===== config.mk =====
export PLATFORM = sky130hd
export DESIGN_NAME = mem_arbiter
export DESIGN_NICKNAME = d
export VERILOG_FILES = /design/src/rtl/mem_arbiter.sv
export SDC_FILE = /design/constraint.sdc
export NUM_CORES = 1
export LEC_CHECK = 0
export CAP_MARGIN = 20
export CELL_PAD_IN_SITES_DETAIL_PLACEMENT = 1
export CELL_PAD_IN_SITES_GLOBAL_PLACEMENT = 1
export CORE_MARGIN = 2
export CORE_UTILIZATION = 32
export CTS_BUF_LIST = sky130_fd_sc_hd__clkbuf_4 sky130_fd_sc_hd__clkbuf_8
export DETAILED_ROUTE_END_ITERATION = 10
export PLACE_DENSITY = 0.86
export SYNTH_ARGS = -nofsm -noshare
export SYNTH_HDL_FRONTEND = slang
export SYNTH_SLANG_ARGS = --single-unit

===== constraint.sdc =====
create_clock -name clk -period 8.4 [get_ports clk]
set_input_delay 1.68 -clock clk [delete_from_list [all_inputs] [get_ports clk]]
set_output_delay 1.68 -clock clk [all_outputs]
set_load 0.02 [all_outputs]

===== src/rtl/mem_arbiter.sv =====
// rtl/mem_arbiter.sv - round-robin arbiter sharing one data-memory channel between LSUs
module mem_arbiter #(
    parameter int NUM_CONSUMERS = 4,
    parameter int ADDR_BITS     = 8,
    parameter int DATA_BITS     = 32
) (
    input  logic                               clk,
    input  logic                               reset,
    input  logic [NUM_CONSUMERS-1:0]           consumer_read_valid,
    input  logic [NUM_CONSUMERS*ADDR_BITS-1:0] consumer_read_address,
    output logic [NUM_CONSUMERS-1:0]           consumer_read_ready,
    output logic [NUM_CONSUMERS*DATA_BITS-1:0] consumer_read_data,
    input  logic [NUM_CONSUMERS-1:0]           consumer_write_valid,
    input  logic [NUM_CONSUMERS*ADDR_BITS-1:0] consumer_write_address,
    input  logic [NUM_CONSUMERS*DATA_BITS-1:0] consumer_write_data,
    output logic [NUM_CONSUMERS-1:0]           consumer_write_ready,
    output logic                               mem_read_valid,
    output logic [ADDR_BITS-1:0]               mem_read_address,
    input  logic                               mem_read_ready,
    input  logic [DATA_BITS-1:0]               mem_read_data,
    output logic                               mem_write_valid,
    output logic [ADDR_BITS-1:0]               mem_write_address,
    output logic [DATA_BITS-1:0]               mem_write_data,
    input  logic                               mem_write_ready,
    output logic                               busy
);
    localparam int IDX_BITS = (NUM_CONSUMERS > 1) ? $clog2(NUM_CONSUMERS) : 1;

    typedef enum logic [1:0] {IDLE, READ_WAIT, WRITE_WAIT, RELEASE} state_t;

    state_t state, state_next;

    logic [IDX_BITS-1:0] rr_ptr, rr_ptr_next;
    logic [IDX_BITS-1:0] grant, grant_next;
    logic [IDX_BITS-1:0] cand;
    logic [IDX_BITS-1:0] sel_idx;
    logic                found;
    logic                sel_read;
    logic [ADDR_BITS-1:0] sel_read_addr, sel_write_addr;
    logic [DATA_BITS-1:0] sel_write_data;

    logic                               mem_read_valid_next, mem_write_valid_next;
    logic [ADDR_BITS-1:0]               mem_read_address_next, mem_write_address_next;
    logic [DATA_BITS-1:0]               mem_write_data_next;
    logic [NUM_CONSUMERS-1:0]           read_ready_next, write_ready_next;
    logic [NUM_CONSUMERS*DATA_BITS-1:0] read_data_next;
    logic                               busy_next;

    function automatic logic [IDX_BITS-1:0] wrap_idx(input int base, input int offset);
        int sum;
        sum = base + offset;
        if (sum >= NUM_CONSUMERS) sum = sum - NUM_CONSUMERS;
        return IDX_BITS'(sum);
    endfunction

    // First requester at or after rr_ptr; a read wins over a write from the same consumer.
    always_comb begin
        found          = 1'b0;
        sel_idx        = '0;
        cand           = '0;
        sel_read_addr  = '0;
        sel_write_addr = '0;
        sel_write_data = '0;
        for (int k = 0; k < NUM_CONSUMERS; k++) begin
            cand = wrap_idx(int'(rr_ptr), k);
            if (!found && (consumer_read_valid[cand] || consumer_write_valid[cand])) begin
                found   = 1'b1;
                sel_idx = cand;
            end
        end
        sel_read = consumer_read_valid[sel_idx];
        for (int i = 0; i < NUM_CONSUMERS; i++) begin
            if (int'(sel_idx) == i) begin
                sel_read_addr  = consumer_read_address[i*ADDR_BITS +: ADDR_BITS];
                sel_write_addr = consumer_write_address[i*ADDR_BITS +: ADDR_BITS];
                sel_write_data = consumer_write_data[i*DATA_BITS +: DATA_BITS];
            end
        end
    end

    always_ff @(posedge clk) begin
        if (!reset) begin
            state                <= IDLE;
            rr_ptr               <= '0;
            grant                <= '0;
            mem_read_valid       <= 1'b0;
            mem_read_address     <= '0;
            mem_write_valid      <= 1'b0;
            mem_write_address    <= '0;
            mem_write_data       <= '0;
            consumer_read_ready  <= '0;
            consumer_write_ready <= '0;
            consumer_read_data   <= '0;
            busy                 <= 1'b0;
        end else begin
            state                <= state_next;
            rr_ptr               <= rr_ptr_next;
            grant                <= grant_next;
            mem_read_valid       <= mem_read_valid_next;
            mem_read_address     <= mem_read_address_next;
            mem_write_valid      <= mem_write_valid_next;
            mem_write_address    <= mem_write_address_next;
            mem_write_data       <= mem_write_data_next;
            consumer_read_ready  <= read_ready_next;
            consumer_write_ready <= write_ready_next;
            consumer_read_data   <= read_data_next;
            busy                 <= busy_next;
        end
    end

    always_comb begin
        state_next = state;
        case (state)
            IDLE:       if (found) state_next = sel_read ? READ_WAIT : WRITE_WAIT;
            READ_WAIT:  if (mem_read_ready) state_next = RELEASE;
            WRITE_WAIT: if (mem_write_ready) state_next = RELEASE;
            RELEASE:    state_next = IDLE;
            default:    state_next = IDLE;
        endcase
    end

    // Ready bits default low so every pulse lasts exactly one cycle.
    always_comb begin
        rr_ptr_next            = rr_ptr;
        grant_next             = grant;
        mem_read_valid_next    = mem_read_valid;
        mem_read_address_next  = mem_read_address;
        mem_write_valid_next   = mem_write_valid;
        mem_write_address_next = mem_write_address;
        mem_write_data_next    = mem_write_data;
        read_ready_next        = '0;
        write_ready_next       = '0;
        read_data_next         = consumer_read_data;
        case (state)
            IDLE: begin
                if (found) begin
                    grant_next  = sel_idx;
                    rr_ptr_next = wrap_idx(int'(sel_idx), 1);
                    if (sel_read) begin
                        mem_read_valid_next   = 1'b1;
                        mem_read_address_next = sel_read_addr;
                    end else begin
                        mem_write_valid_next   = 1'b1;
                        mem_write_address_next = sel_write_addr;
                        mem_write_data_next    = sel_write_data;
                    end
                end
            end
            READ_WAIT: begin
                if (mem_read_ready) begin
                    mem_read_valid_next = 1'b0;
                    for (int i = 0; i < NUM_CONSUMERS; i++) begin
                        if (int'(grant) == i) begin
                            read_data_next[i*DATA_BITS +: DATA_BITS] = mem_read_data;
                            read_ready_next[i] = 1'b1;
                        end
                    end
                end
            end
            WRITE_WAIT: begin
                if (mem_write_ready) begin
                    mem_write_valid_next = 1'b0;
                    for (int i = 0; i < NUM_CONSUMERS; i++) begin
                        if (int'(grant) == i) write_ready_next[i] = 1'b1;
                    end
                end
            end
            default: ;
        endcase
        busy_next = (state_next != IDLE);
    end
endmodule


Word-level counts from Yosys, hierarchy flattened
Cells that the tools add are included.
{"block": "word_totals", "register_bits": 193, "wordCells": 136}
{"block": "op_classes", "add_sub_neg": 9, "order_cmp": 10, "eq_ne": 14, "muxes": 60, "bitwise_logic": 1, "reduce_logical": 27}
{"operator": "32-bit two-way mux", "count": 4}
{"operator": "8-bit two-way mux", "count": 8}
{"operator": "2-bit two-way mux", "count": 13}
{"operator": "3-bit AND reduction", "count": 8}
{"operator": "1-bit two-way mux", "count": 23}
{"operator": "1-bit binary-select mux with 2-bit select", "count": 9}
{"operator": "2-bit by 3-bit < comparator with 1-bit output (second input constant)", "count": 5}
{"operator": "2-bit == test (second input constant)", "count": 6}
{"operator": "3-bit greater-or-equal comparator (second input constant)", "count": 4}
{"operator": "2-bit != test (second input constant)", "count": 5}
{"operator": "2-bit by 1-bit subtractor with 2-bit output (second input constant)", "count": 5}
{"operator": "2-bit one-hot mux with 4 select lines", "count": 1}
{"operator": "4-bit AND reduction", "count": 2}
{"operator": "2-bit by 1-bit adder with 3-bit output (second input constant)", "count": 2}
{"operator": "2-bit by 2-bit adder with 3-bit output (second input constant)", "count": 2}
{"operator": "2-bit by 1-bit == test with 1-bit output (second input constant)", "count": 3}
{"operator": "2-bit zero test", "count": 3}
{"operator": "2-bit nonzero test", "count": 3}
{"operator": "1-bit logical OR", "count": 4}
{"operator": "1-bit one-hot mux with 2 select lines", "count": 2}
{"operator": "2-bit by 3-bit greater-or-equal comparator with 1-bit output (second input constant)", "count": 1}
{"operator": "1-bit logical AND", "count": 3}
{"operator": "1-bit zero test", "count": 3}
{"operator": "2-bit AND reduction", "count": 1}
{"operator": "1-bit NOT", "count": 1}

Longest topological paths before layout
Gate-level depths: netlist of the first run.
{"block": "depth", "ltp_word": 21, "mapped_depth": 14, "ltp_nobuf": 12}

Worst setup path after synthesis of the first run
OpenSTA, ideal clock, no wires.
{"block": "synth_path", "path_kind": "input to register", "from": "input consumer_read_valid[1]", "to": "register mem_write_address[0]", "arrival_ns": 4.088, "slack_ns": 4.254, "path_stages": 14, "n_path_buf": 2, "cell_sequence": "nor2_1 o21ai_0 a21oi_1 a221o_1 inv_1 ha_1 nor2b_1 clkbuf_1 clkbuf_1 a22oi_1 nor2_1 a21oi_1 o211ai_1 o221a_4"}
{"block": "synth_via", "elab_chain_len": 18, "elab_cells_between_ends": 38, "classes_between": "3 x eq/ne; 22 x mux; 1 x bitwise; 12 x reduce/logical"}
{"element": "start: declaration", "line_no": "9", "source": "input logic [NUM_CONSUMERS-1:0] consumer_read_valid,"}
{"element": "1-bit binary-select mux with 2-bit select", "line_no": "66", "source": "if (!found && (consumer_read_valid[cand] || consumer_write_valid[cand])) begin"}
{"element": "1-bit two-way mux (not written as such)", "line_no": "66"}
{"element": "1-bit logical OR", "line_no": "66"}
{"element": "1-bit two-way mux", "line_no": "66"}
{"element": "1-bit zero test", "line_no": "66"}
{"element": "1-bit logical AND", "line_no": "66"}
{"element": "1-bit two-way mux", "line_no": "66"}
{"element": "1-bit zero test", "line_no": "66"}
{"element": "1-bit logical AND", "line_no": "66"}
{"element": "1-bit two-way mux", "line_no": "66"}
{"element": "1-bit zero test", "line_no": "66"}
{"element": "1-bit logical AND", "line_no": "66"}
{"element": "2-bit two-way mux (*)", "line_no": "66"}
{"element": "via sel_idx[0]", "line_no": "36", "source": "logic [IDX_BITS-1:0] sel_idx;"}
{"element": "2-bit zero test", "line_no": "73", "source": "if (int'(sel_idx) == i) begin"}
{"element": "8-bit two-way mux (4 in series)", "line_no": "73"}
{"element": "end signal: assignment", "line_no": "102", "source": "mem_write_address <= mem_write_address_next;"}
{"element": "end: declaration", "line_no": "22", "source": "output logic [ADDR_BITS-1:0] mem_write_address,"}
Mark *: on every way through the listed nets, which the timed path passes. The rest lies on a longest branch. The select of a mux whose other input is x is not followed.
A chain may end at the register's enable or synchronous reset.

Final worst setup path of the first run
{"block": "layout_path", "from": "input consumer_read_valid[1]", "to": "register mem_read_address[7]"}
{"block": "layout_via", "elab_chain_len": 18, "elab_cells_between_ends": 37, "classes_between": "3 x eq/ne; 22 x mux; 12 x reduce/logical"}
{"element": "1-bit binary-select mux with 2-bit select", "line_no": "66"}
{"element": "1-bit two-way mux (not written as such)", "line_no": "66"}
{"element": "1-bit logical OR", "line_no": "66"}
{"element": "1-bit two-way mux", "line_no": "66"}
{"element": "1-bit zero test", "line_no": "66"}
{"element": "1-bit logical AND", "line_no": "66"}
{"element": "1-bit two-way mux", "line_no": "66"}
{"element": "1-bit zero test", "line_no": "66"}
{"element": "1-bit logical AND", "line_no": "66"}
{"element": "1-bit two-way mux", "line_no": "66"}
{"element": "1-bit zero test", "line_no": "66"}
{"element": "1-bit logical AND", "line_no": "66"}
{"element": "2-bit two-way mux (*)", "line_no": "66"}
{"element": "via sel_idx[0]", "line_no": "36"}
{"element": "2-bit zero test", "line_no": "73"}
{"element": "8-bit two-way mux (4 in series)", "line_no": "73"}
{"element": "end signal: assignment", "line_no": "100", "source": "mem_read_address <= mem_read_address_next;"}
{"element": "end: declaration", "line_no": "18", "source": "output logic [ADDR_BITS-1:0] mem_read_address,"}
Marks and branches as above.

==> results of run 1 <==
==> power groups by stage <==
stage | Sequential (mW) | Combinational (mW) | Clock, mW
2_1_floorplan | 1.36 | 1.20 | 0
3_5_place_dp | 1.22 | 2.09 | 0
6_report | 1.20 | 2.09 | 0.627
4_1_cts | 1.20 | 2.09 | 0.648
5_1_grt | 1.22 | 2.25 | 0.685
3_3_place_gp | 1.21 | 2.04 | 0
==> layout make-up <==
cell class / count / area share (%)
flip-flops and latches: 193 / 28.7
diodes: 5 / 0.0929
repair buffers: 430 / 31.8
multi-input cells: 761 / 33.1
clock inverters: 14 / 1.22
well taps: 341 / 3.17
clock buffers: 18 / 1.79
inverters: 3 / 0.121
==> layer usage <==
layer	part of all wire (%)	global-route usage, %	up-vias
met5	0	0	-
li1	-	-	4381
met2	51	45.1	387
met3	7.4	6.66	75
met1	37	26.5	4470
met4	4.7	13.4	0
==> flip-flops by register name, indices dropped and copies added, names as in the netlist <==
register / flops
busy: 1
consumer_read_data: 128
consumer_read_ready: 4
consumer_write_ready: 4
grant: 2
mem_read_address: 8
mem_read_valid: 1
mem_write_address: 8
mem_write_data: 32
mem_write_valid: 1
rr_ptr: 2
state: 2
==> metrics by stage <==
step | cells | instance area (µm²) | setup slack, ns | util, %
6_report | 1765 | 13500 | 2.98 | 50.3
5_1_grt | 1765 | 13500 | 2.75 | 50.3
4_1_cts | 1760 | 13500 | 3.03 | 50.2
3_5_place_dp | 1728 | 13100 | 2.51 | 48.7
3_3_place_gp | 1728 | 13100 | 2.65 | 48.7
2_1_floorplan | 1056 | 8710 | 4.25 | -
==> Yosys cell counts, types with 7 or more instances <==
master    count  area [µm²]
o221a_1      37         417
o221a_2      10         113
a21oi_1      54         270
dfxtp_1     193        3860
nand2_1     315        1180
nor2_1       57         214
a22oi_1      47         353
and2_1        8        50.1
o21ai_0       7        35.0
a21boi_0    130         976
o211ai_1     48         360
clkbuf_1     90         338
==> final timing paths <==
kind	start	slack, ns	depth (start not counted)	to
worst max register to register	rr_ptr[0]$_SDFFE_PN0P_	4.55	11	mem_read_address[5]$_SDFFE_PN0P_
worst min register to register	consumer_read_data[22]$_SDFFE_PN0P_	0.47	2	consumer_read_data[22]$_SDFFE_PN0P_
worst max-delay path	consumer_read_valid[1]	2.98	13	mem_read_address[7]$_SDFFE_PN0P_
worst min-delay path	consumer_read_data[22]$_SDFFE_PN0P_	0.47	2	consumer_read_data[22]$_SDFFE_PN0P_
==> logic make-up (layout without fill, tap and decap cells) <==
| logic type | after synthesis | after routing | share of synthesized area (%) |
|---|---|---|---|
| DFF | 193 | 193 | 44.4 |
| buffers and inverters | 102 | 465 | 5.19 |
| other | 0 | 5 | 0 |
| adders and majority gates | 4 | 4 | 0.575 |
| AOI/OAI and AO/OA | 352 | 352 | 31.3 |
| and+or+nand+nor | 405 | 405 | 18.6 |
==> worst min-delay path, stage by stage (launching register included) <==
cell	delay, ns
dfxtp_1	0.32
nand2_1	0.04
a21boi_0	0.06
==> results.json, run 1 <==
{
  "root_buffer": "clkbuf_8",
  "final_common_cell": "clkdlybuf4s50_1",
  "worstSetupPathType": "primary input to flip-flop",
  "regArea_um2": 3860,
  "ys_dominant_reg_cell": "dfxtp_1",
  "yosys_warnings": 0,
  "grt_start_max_net_pins": 106,
  "fin_crit_ns": 5.42,
  "power_switching_mw": 1.73,
  "fillers": 3126,
  "grt_pass1_vias": 9701,
  "holdWs_ns": 0.470,
  "worstPathMaxFanout": 50,
  "die-area_um2": 28600,
  "drc": 0,
  "pwr-share-comb_pct": 53.4,
  "clockBufferDepth": 2,
  "place_congestion": 0.903,
  "clk_pin_slew_worst_paths_ns": 0.12,
  "cp_top_family": "simple AND/OR/NAND/NOR gates",
  "grt.total_usage_pct": 25.0,
  "areaGrowthSynthToFinish_pct": 54.6,
  "viasPerCell": 5.28,
  "ant_nets": 0,
  "outcome": "completed",
  "hold_viol_final": 0,
  "post_cts_resize_count": 0,
  "first_pass_iters": 5,
  "required_ns": 8.82,
  "critical_path_arrival_ns": 5.83,
  "fp.dieH_um": 169,
  "switching_share_pct": 44.2,
  "startpoint_type": "primary input",
  "coreArea_um2": 26800,
  "portBuffers": 422,
  "final_cell_mix": "clkdlybuf4s50_1, nand2_1, dfxtp_1",
  "netlist_area_um2": 8710,
  "grt_pass1_wl_um": 55100,
  "cts_made_buffers": 17,
  "leakage_nw": 4.51,
  "end_kind": "flip-flop",
  "power_density_nw_per_um2": 291,
  "vias": 9313,
  "relSlewSlack_pct": 23.0,
  "final_nets": 1646,
  "crit_chain": "clkdlybuf4s50_1 -> nor2_1 -> o21ai_0 -> a21oi_1 -> a221o_1 -> inv_1 -> ha_2 -> nor2b_4 -> a22oi_1 -> nor2_1 -> a21oi_1 -> o211ai_1 -> o221a_2",
  "rsz0062_at_grt": "no",
  "cts_sinks": 193,
  "power_mw": 3.92,
  "fin_worst_skew_ns": 0.0220,
  "seq_power_share_pct": 30.6,
  "pwr-share-clk_pct": 16.0,
  "synthArstFlopShare_pct": 0,
  "report.final.slew_viol_count": 0,
  "syn-num-nets": 1296,
  "cp_slowest_cell": "nor2b_4",
  "initial_core_util_pct": 32.5,
  "hp-class": "flip-flop to flip-flop",
  "cpPeakStageDelay_ns": 1.02,
  "cts_tree": "yes",
  "finalSetupViolations": 0,
  "seq_area_frac_synth_pct": 44.4,
  "drtIter0Drc": 558,
  "p_int_mw": 2.19,
  "avgRoutedWirePerCell_um": 20.9,
  "cts_setup_buffers": 0,
  "io_pins": 423,
  "synth-edff-count": 0,
  "peakVddDrop_mv": 0.232,
  "wl_um": 37000,
  "drive_above_1_share_pct": 5.07,
  "maxCapViolCount": 0,
  "yosysUniqueCellTypes": 46,
  "die_w_um": 169,
  "tightest_slew_ns": 1.15,
  "htreeDepth": 4,
  "fin_tns_setup_ns": 0,
  "syn_area_per_cell_um2": 8.25,
  "clk_latency_ns": 0.47,
  "dpl.hpwl_um": 27100,
  "cts-hold-fix-buffers": 0,
  "antenna_found_initial": 5,
  "row_count": 60,
  "syn_inst": 1056,
  "ys_ff_latch": 193,
  "overflow": 0,
  "multiInputGateArea_um2": 4460,
  "crit_buf_inv": 2,
  "max_clock_freq_mhz": 185,
  "post-route-period-util_pct": 64.5
}
Power figures use the tool's default switching activity.
==> inputs of run 2 (changes only) <==
CORE_UTILIZATION = 29   (was 32)
PLACE_DENSITY = 0.78   (was 0.86)
clock period = 5.2 ns   (was 8.4 ns; I/O delays follow)
==> results.json, run 2 (synthesis gave the netlist of run 1 again) <==
{
  "outcome": "completed",
  "cp_slowest_cell": "nor2_1",
  "crit_chain": "clkdlybuf4s50_1 -> nor2_1 -> o21ai_0 -> a21oi_1 -> a221o_1 -> inv_1 -> ha_2 -> nor2b_4 -> buf_4 -> a22oi_1 -> nor2_1 -> a21oi_1 -> o211ai_1 -> o221a_1",
  "min_to": "consumer_read_data[90]$_SDFFE_PN0P_",
  "hold_viol_final": 0,
  "cts_made_buffers": 17,
  "areaGrowthSynthToFinish_pct": 56.5,
  "finalSetupViolations": 0,
  "dpl.hpwl_um": 28000,
  "fp.dieH_um": 177,
  "first_pass_iters": 5,
  "fin_tns_setup_ns": 0,
  "min_from": "consumer_read_data[90]$_SDFFE_PN0P_",
  "whs_path_depth": 2,
  "post-route-period-util_pct": 75.9,
  "peakVddDrop_mv": 0.499,
  "cp_top_family": "compound AO/OA/AOI/OAI gates",
  "wl_met3_um": 3150,
  "cts-hold-fix-buffers": 0,
  "timing.rr.start": "rr_ptr[0]$_SDFFE_PN0P_",
  "power_mw": 6.42,
  "cts_setup_buffers": 0,
  "final_common_cell": "clkdlybuf4s50_1",
  "clk_pin_slew_worst_paths_ns": 0.10,
  "viasPerCell": 5.04,
  "hp-class": "flip-flop to flip-flop",
  "wl_um": 37700,
  "post_cts_resize_count": 0,
  "startpoint_type": "primary input",
  "largest_reg_flops": 128,
  "drive_above_1_share_pct": 5.67,
  "maxCapViolCount": 0,
  "place_congestion": 0.939,
  "rsz0062_at_grt": "no",
  "crit_buf_inv": 3,
  "final_cell_mix": "clkdlybuf4s50_1, nand2_1, dfxtp_1",
  "r2r_cells": 11,
  "relSlewSlack_pct": 26.8,
  "antenna_found_initial": 6,
  "top_layer": "met4",
  "row_count": 63,
  "critical_path_arrival_ns": 4.36,
  "required_ns": 5.61,
  "drtIter0Drc": 462,
  "reg_top3": "consumer_read_data (128), mem_write_data (32)",
  "avgRoutedWirePerCell_um": 20.7,
  "vias": 9197,
  "initial_core_util_pct": 29.4,
  "wl_met2_um": 18800,
  "final_nets": 1655,
  "overflow": 0,
  "r2r_slack_ns": 2.08,
  "grt_start_max_net_pins": 78,
  "leakage_nw": 4.57,
  "report.final.slew_viol_count": 0,
  "cts_tree": "yes",
  "wl_met1_um": 14100,
  "grt_pass1_wl_um": 56000,
  "end_kind": "flip-flop",
  "tightest_slew_ns": 1.10,
  "root_buffer": "clkbuf_8",
  "r2r-end": "mem_read_address[4]$_SDFFE_PN0P_",
  "regMostFlops": "consumer_read_data",
  "fin_worst_skew_ns": 0.0243,
  "worstSetupPathType": "primary input to flip-flop",
  "fin_crit_ns": 3.95,
  "grt_pass1_vias": 9472,
  "power_density_nw_per_um2": 471,
  "io_pins": 423,
  "clockBufferDepth": 2,
  "die-area_um2": 31400,
  "cpPeakStageDelay_ns": 0.46,
  "ant_nets": 0,
  "die_w_um": 177,
  "cts_sinks": 193,
  "coreArea_um2": 29600,
  "grt.total_usage_pct": 23.5,
  "portBuffers": 422,
  "max_clock_freq_mhz": 253,
  "fin_util_pct": 46.0,
  "worstPathMaxFanout": 20,
  "drc": 0,
  "htreeDepth": 4,
  "clk_latency_ns": 0.48
}
-- run 2: cell count changes in the layout (fill, tap and decap cells not counted), sizes merged --
cell	delta
clkinv	-4
diode	+1
clkbuf	+3
clkinvlp	+1
buf	+9
inv	-2
bufinv	+2
-- run 2: how the worst max path moves through the flow --
stage / startpoint / end / slack, ns / depth (start not counted)
after global routing: consumer_read_valid[1] / mem_write_data[27]$_SDFFE_PN0P_ / 1.08 / 14
final: consumer_read_valid[1] / mem_write_data[27]$_SDFFE_PN0P_ / 1.25 / 14
after global placement: consumer_read_valid[1] / mem_read_address[7]$_SDFFE_PN0P_ / 0.95 / 14
after CTS: consumer_read_valid[1] / mem_write_data[27]$_SDFFE_PN0P_ / 1.32 / 14
after floorplan: consumer_read_valid[1] / mem_write_address[0]$_SDFFE_PN0P_ / 1.69 / 14
after detailed placement: consumer_read_valid[1] / mem_write_data[2]$_SDFFE_PN0P_ / 0.78 / 14
-- run 2: power by group --
part / switching [mW] / internal [mW]
combinational: 1.97 / 1.44
sequential: 0.194 / 1.75
clock: 0.582 / 0.485
-- run 2: routing by layer --
metal / global-route usage [%] / up-vias
met4: 12.4 / 0
met3: 7.50 / 65
li1: - / 4395
met2: 41.1 / 345
met1: 25.1 / 4392
met5: 0 / -
-- run 2: worst reg2reg max path, delay by kind of cell, from the launching register on --
family,cells,cell delay (ns)
simple gates,1,0.12
buf+inv,2,0.60
fa+ha+maj,1,0.22
compound gates,7,1.61
flops,1,0.51
-- run 2: through the flow --
step | instance area (µm²) | hold slack, ns | setup WS (ns) | instances
after floorplan | 8710 | 0.540 | 1.69 | 1056
after global placement | 13200 | 0.449 | 0.952 | 1786
after detailed placement | 13200 | 0.456 | 0.781 | 1786
after CTS | 13600 | 0.470 | 1.32 | 1818
after global routing | 13600 | 0.485 | 1.08 | 1823
final | 13600 | 0.465 | 1.25 | 1824
-- run 2: layout make-up --
type | instances | area [µm²]
multi-input combinational | 761 | 4460
clock buffer | 21 | 283
fill | 3497 | 16000
clock inverter | 11 | 143
inverter | 3 | 16.3
antenna | 6 | 15.0
timing repair buffer | 439 | 4360
tap | 390 | 488
sequential | 193 | 3860
==> inputs of run 3 (changes only) <==
CORE_UTILIZATION = 27   (was 29)
PLACE_DENSITY = 0.77   (was 0.78)
clock period = 3.2 ns   (was 5.2 ns; I/O delays follow)
==> results.json, run 3 (synthesis gave the netlist of run 1 again) <==
{
  "fin_area_um2": 14100,
  "worstPathMaxFanout": 33,
  "post_cts_resize_count": 0,
  "cp_common_cell": "a21oi_1",
  "die_w_um": 184,
  "clk_pin_slew_worst_paths_ns": 0.09,
  "cts_setup_buffers": 0,
  "avgRoutedWirePerCell_um": 20.1,
  "peakVddDrop_mv": 0.424,
  "grt_pass1_vias": 9491,
  "fin_worst_skew_ns": 0.0158,
  "rsz0062_at_grt": "no",
  "viasPerCell": 4.96,
  "areaGrowthSynthToFinish_pct": 61.7,
  "portBuffers": 422,
  "vias": 9317,
  "drive_above_1_share_pct": 8.49,
  "report.final.slew_viol_count": 0,
  "startpoint_type": "primary input",
  "relSlewSlack_pct": 47.3,
  "ant_nets": 0,
  "end_kind": "flip-flop",
  "finalSetupViolations": 0,
  "cpPeakStageDelay_ns": 0.48,
  "fillers": 3683,
  "wl_um": 37700,
  "antenna_found_initial": 4,
  "cts-hold-fix-buffers": 0,
  "reg_top3": "consumer_read_data (128), mem_write_data (32)",
  "fin_cells": 1878,
  "max_clock_freq_mhz": 334,
  "cp_slowest_cell": "clkdlybuf4s50_1",
  "die-area_um2": 33700,
  "hold_viol_final": 0,
  "clk_latency_ns": 0.47,
  "drc": 0,
  "clockBufferDepth": 2,
  "regMostFlops": "consumer_read_data",
  "placed_cells": 1843,
  "io_pins": 423,
  "hp-class": "flip-flop to flip-flop",
  "largest_reg_flops": 128,
  "crit_chain": "clkdlybuf4s50_1 -> o21bai_1 -> o21ai_0 -> a221o_1 -> inv_1 -> ha_2 -> buf_12 -> nand3b_1 -> a21oi_1 -> a21oi_1 -> o211ai_1 -> buf_4 -> o221a_2",
  "required_ns": 3.56,
  "post-route-period-util_pct": 93.7,
  "dpl_cell_area_um2": 13700,
  "root_buffer": "clkbuf_8",
  "whs_path_depth": 2,
  "grt_start_max_net_pins": 66,
  "leakage_nw": 4.82,
  "cts_made_buffers": 17,
  "row_count": 65,
  "htreeDepth": 4,
  "final_cell_mix": "clkdlybuf4s50_1, nand2_1, dfxtp_1",
  "cts_sinks": 193,
  "power_mw": 11.0,
  "grt_pass1_wl_um": 56200,
  "initial_core_util_pct": 27.5,
  "maxCapViolCount": 0,
  "outcome": "completed",
  "fp.dieH_um": 184,
  "tightest_slew_ns": 0.790,
  "drtIter0Drc": 363,
  "fin_crit_ns": 3.00,
  "final_nets": 1700,
  "place_congestion": 0.899,
  "r2r_cells": 12,
  "critical_path_arrival_ns": 3.36,
  "coreArea_um2": 31600,
  "dpl.hpwl_um": 29100,
  "final_common_cell": "clkdlybuf4s50_1",
  "worstSetupPathType": "primary input to flip-flop",
  "overflow": 0,
  "first_pass_iters": 4,
  "grt.total_usage_pct": 21.9,
  "cts_tree": "yes",
  "power_density_nw_per_um2": 784
}
[run 3: final cells by class]
type                            instances  area [µm²]  share of cell area, %
Clock inverter                         12         125                  0.888
Clock buffer                           19         255                   1.81
Sequential cell                       193        3860                   27.4
Antenna cell                            4        10.0                 0.0711
Inverter                                3        16.3                  0.115
Timing Repair Buffer                  484        4850                   34.4
Multi-Input combinational cell        761        4460                   31.7
Tap cell                              402         503                   3.57
[run 3: metal layers]
layer | global-route usage [%] | vias up | wire [µm]
met3 | 5.98 | 49 | 2870
met1 | 24.6 | 4430 | 14600
met2 | 39.2 | 345 | 19000
li1 | - | 4493 | -
met4 | 8.58 | 0 | 1230
met5 | 0 | - | 0
[run 3: power breakdown]
part / internal (mW) / switching [mW] / total [mW]
Combinational: 2.95 / 3.33 / 6.28
Sequential: 2.84 / 0.325 / 3.16
Clock: 0.663 / 0.941 / 1.60
[run 3: critical path, delay by kind of cell]
kind | cells | cell delay [ns]
AND/OR/NAND/NOR | 1 | 0.13
buffers and inverters | 4 | 0.95
adder cells (fa/ha/maj) | 1 | 0.24
AO/OA/AOI/OAI | 7 | 1.39
[run 3: stage by stage]
| stage | hold slack (ns) | util (%) | TNS (ns) | setup slack, ns |
|---|---|---|---|---|
| after detailed placement | 0.456 | 43.3 | -9.23 | -0.260 |
| after floorplan | 0.540 | - | 0 | 0.0936 |
| after CTS | 0.471 | 44.5 | 0 | 0.257 |
| after global routing | 0.488 | 44.5 | 0 | 0.0129 |
| after global placement | 0.449 | 43.3 | -5.55 | -0.187 |
| final | 0.466 | 44.5 | 0 | 0.202 |
[run 3: path summary, 6_finish.rpt]
check,start,to,slack [ns]
setup / recovery,consumer_write_valid[2],mem_read_address[6]$_SDFFE_PN0P_,0.20
hold / removal,consumer_read_data[28]$_SDFFE_PN0P_,consumer_read_data[28]$_SDFFE_PN0P_,0.47
setup reg to reg,rr_ptr[0]$_SDFFE_PN0P_,mem_read_address[6]$_SDFFE_PN0P_,0.38
hold reg to reg,consumer_read_data[28]$_SDFFE_PN0P_,consumer_read_data[28]$_SDFFE_PN0P_,0.47
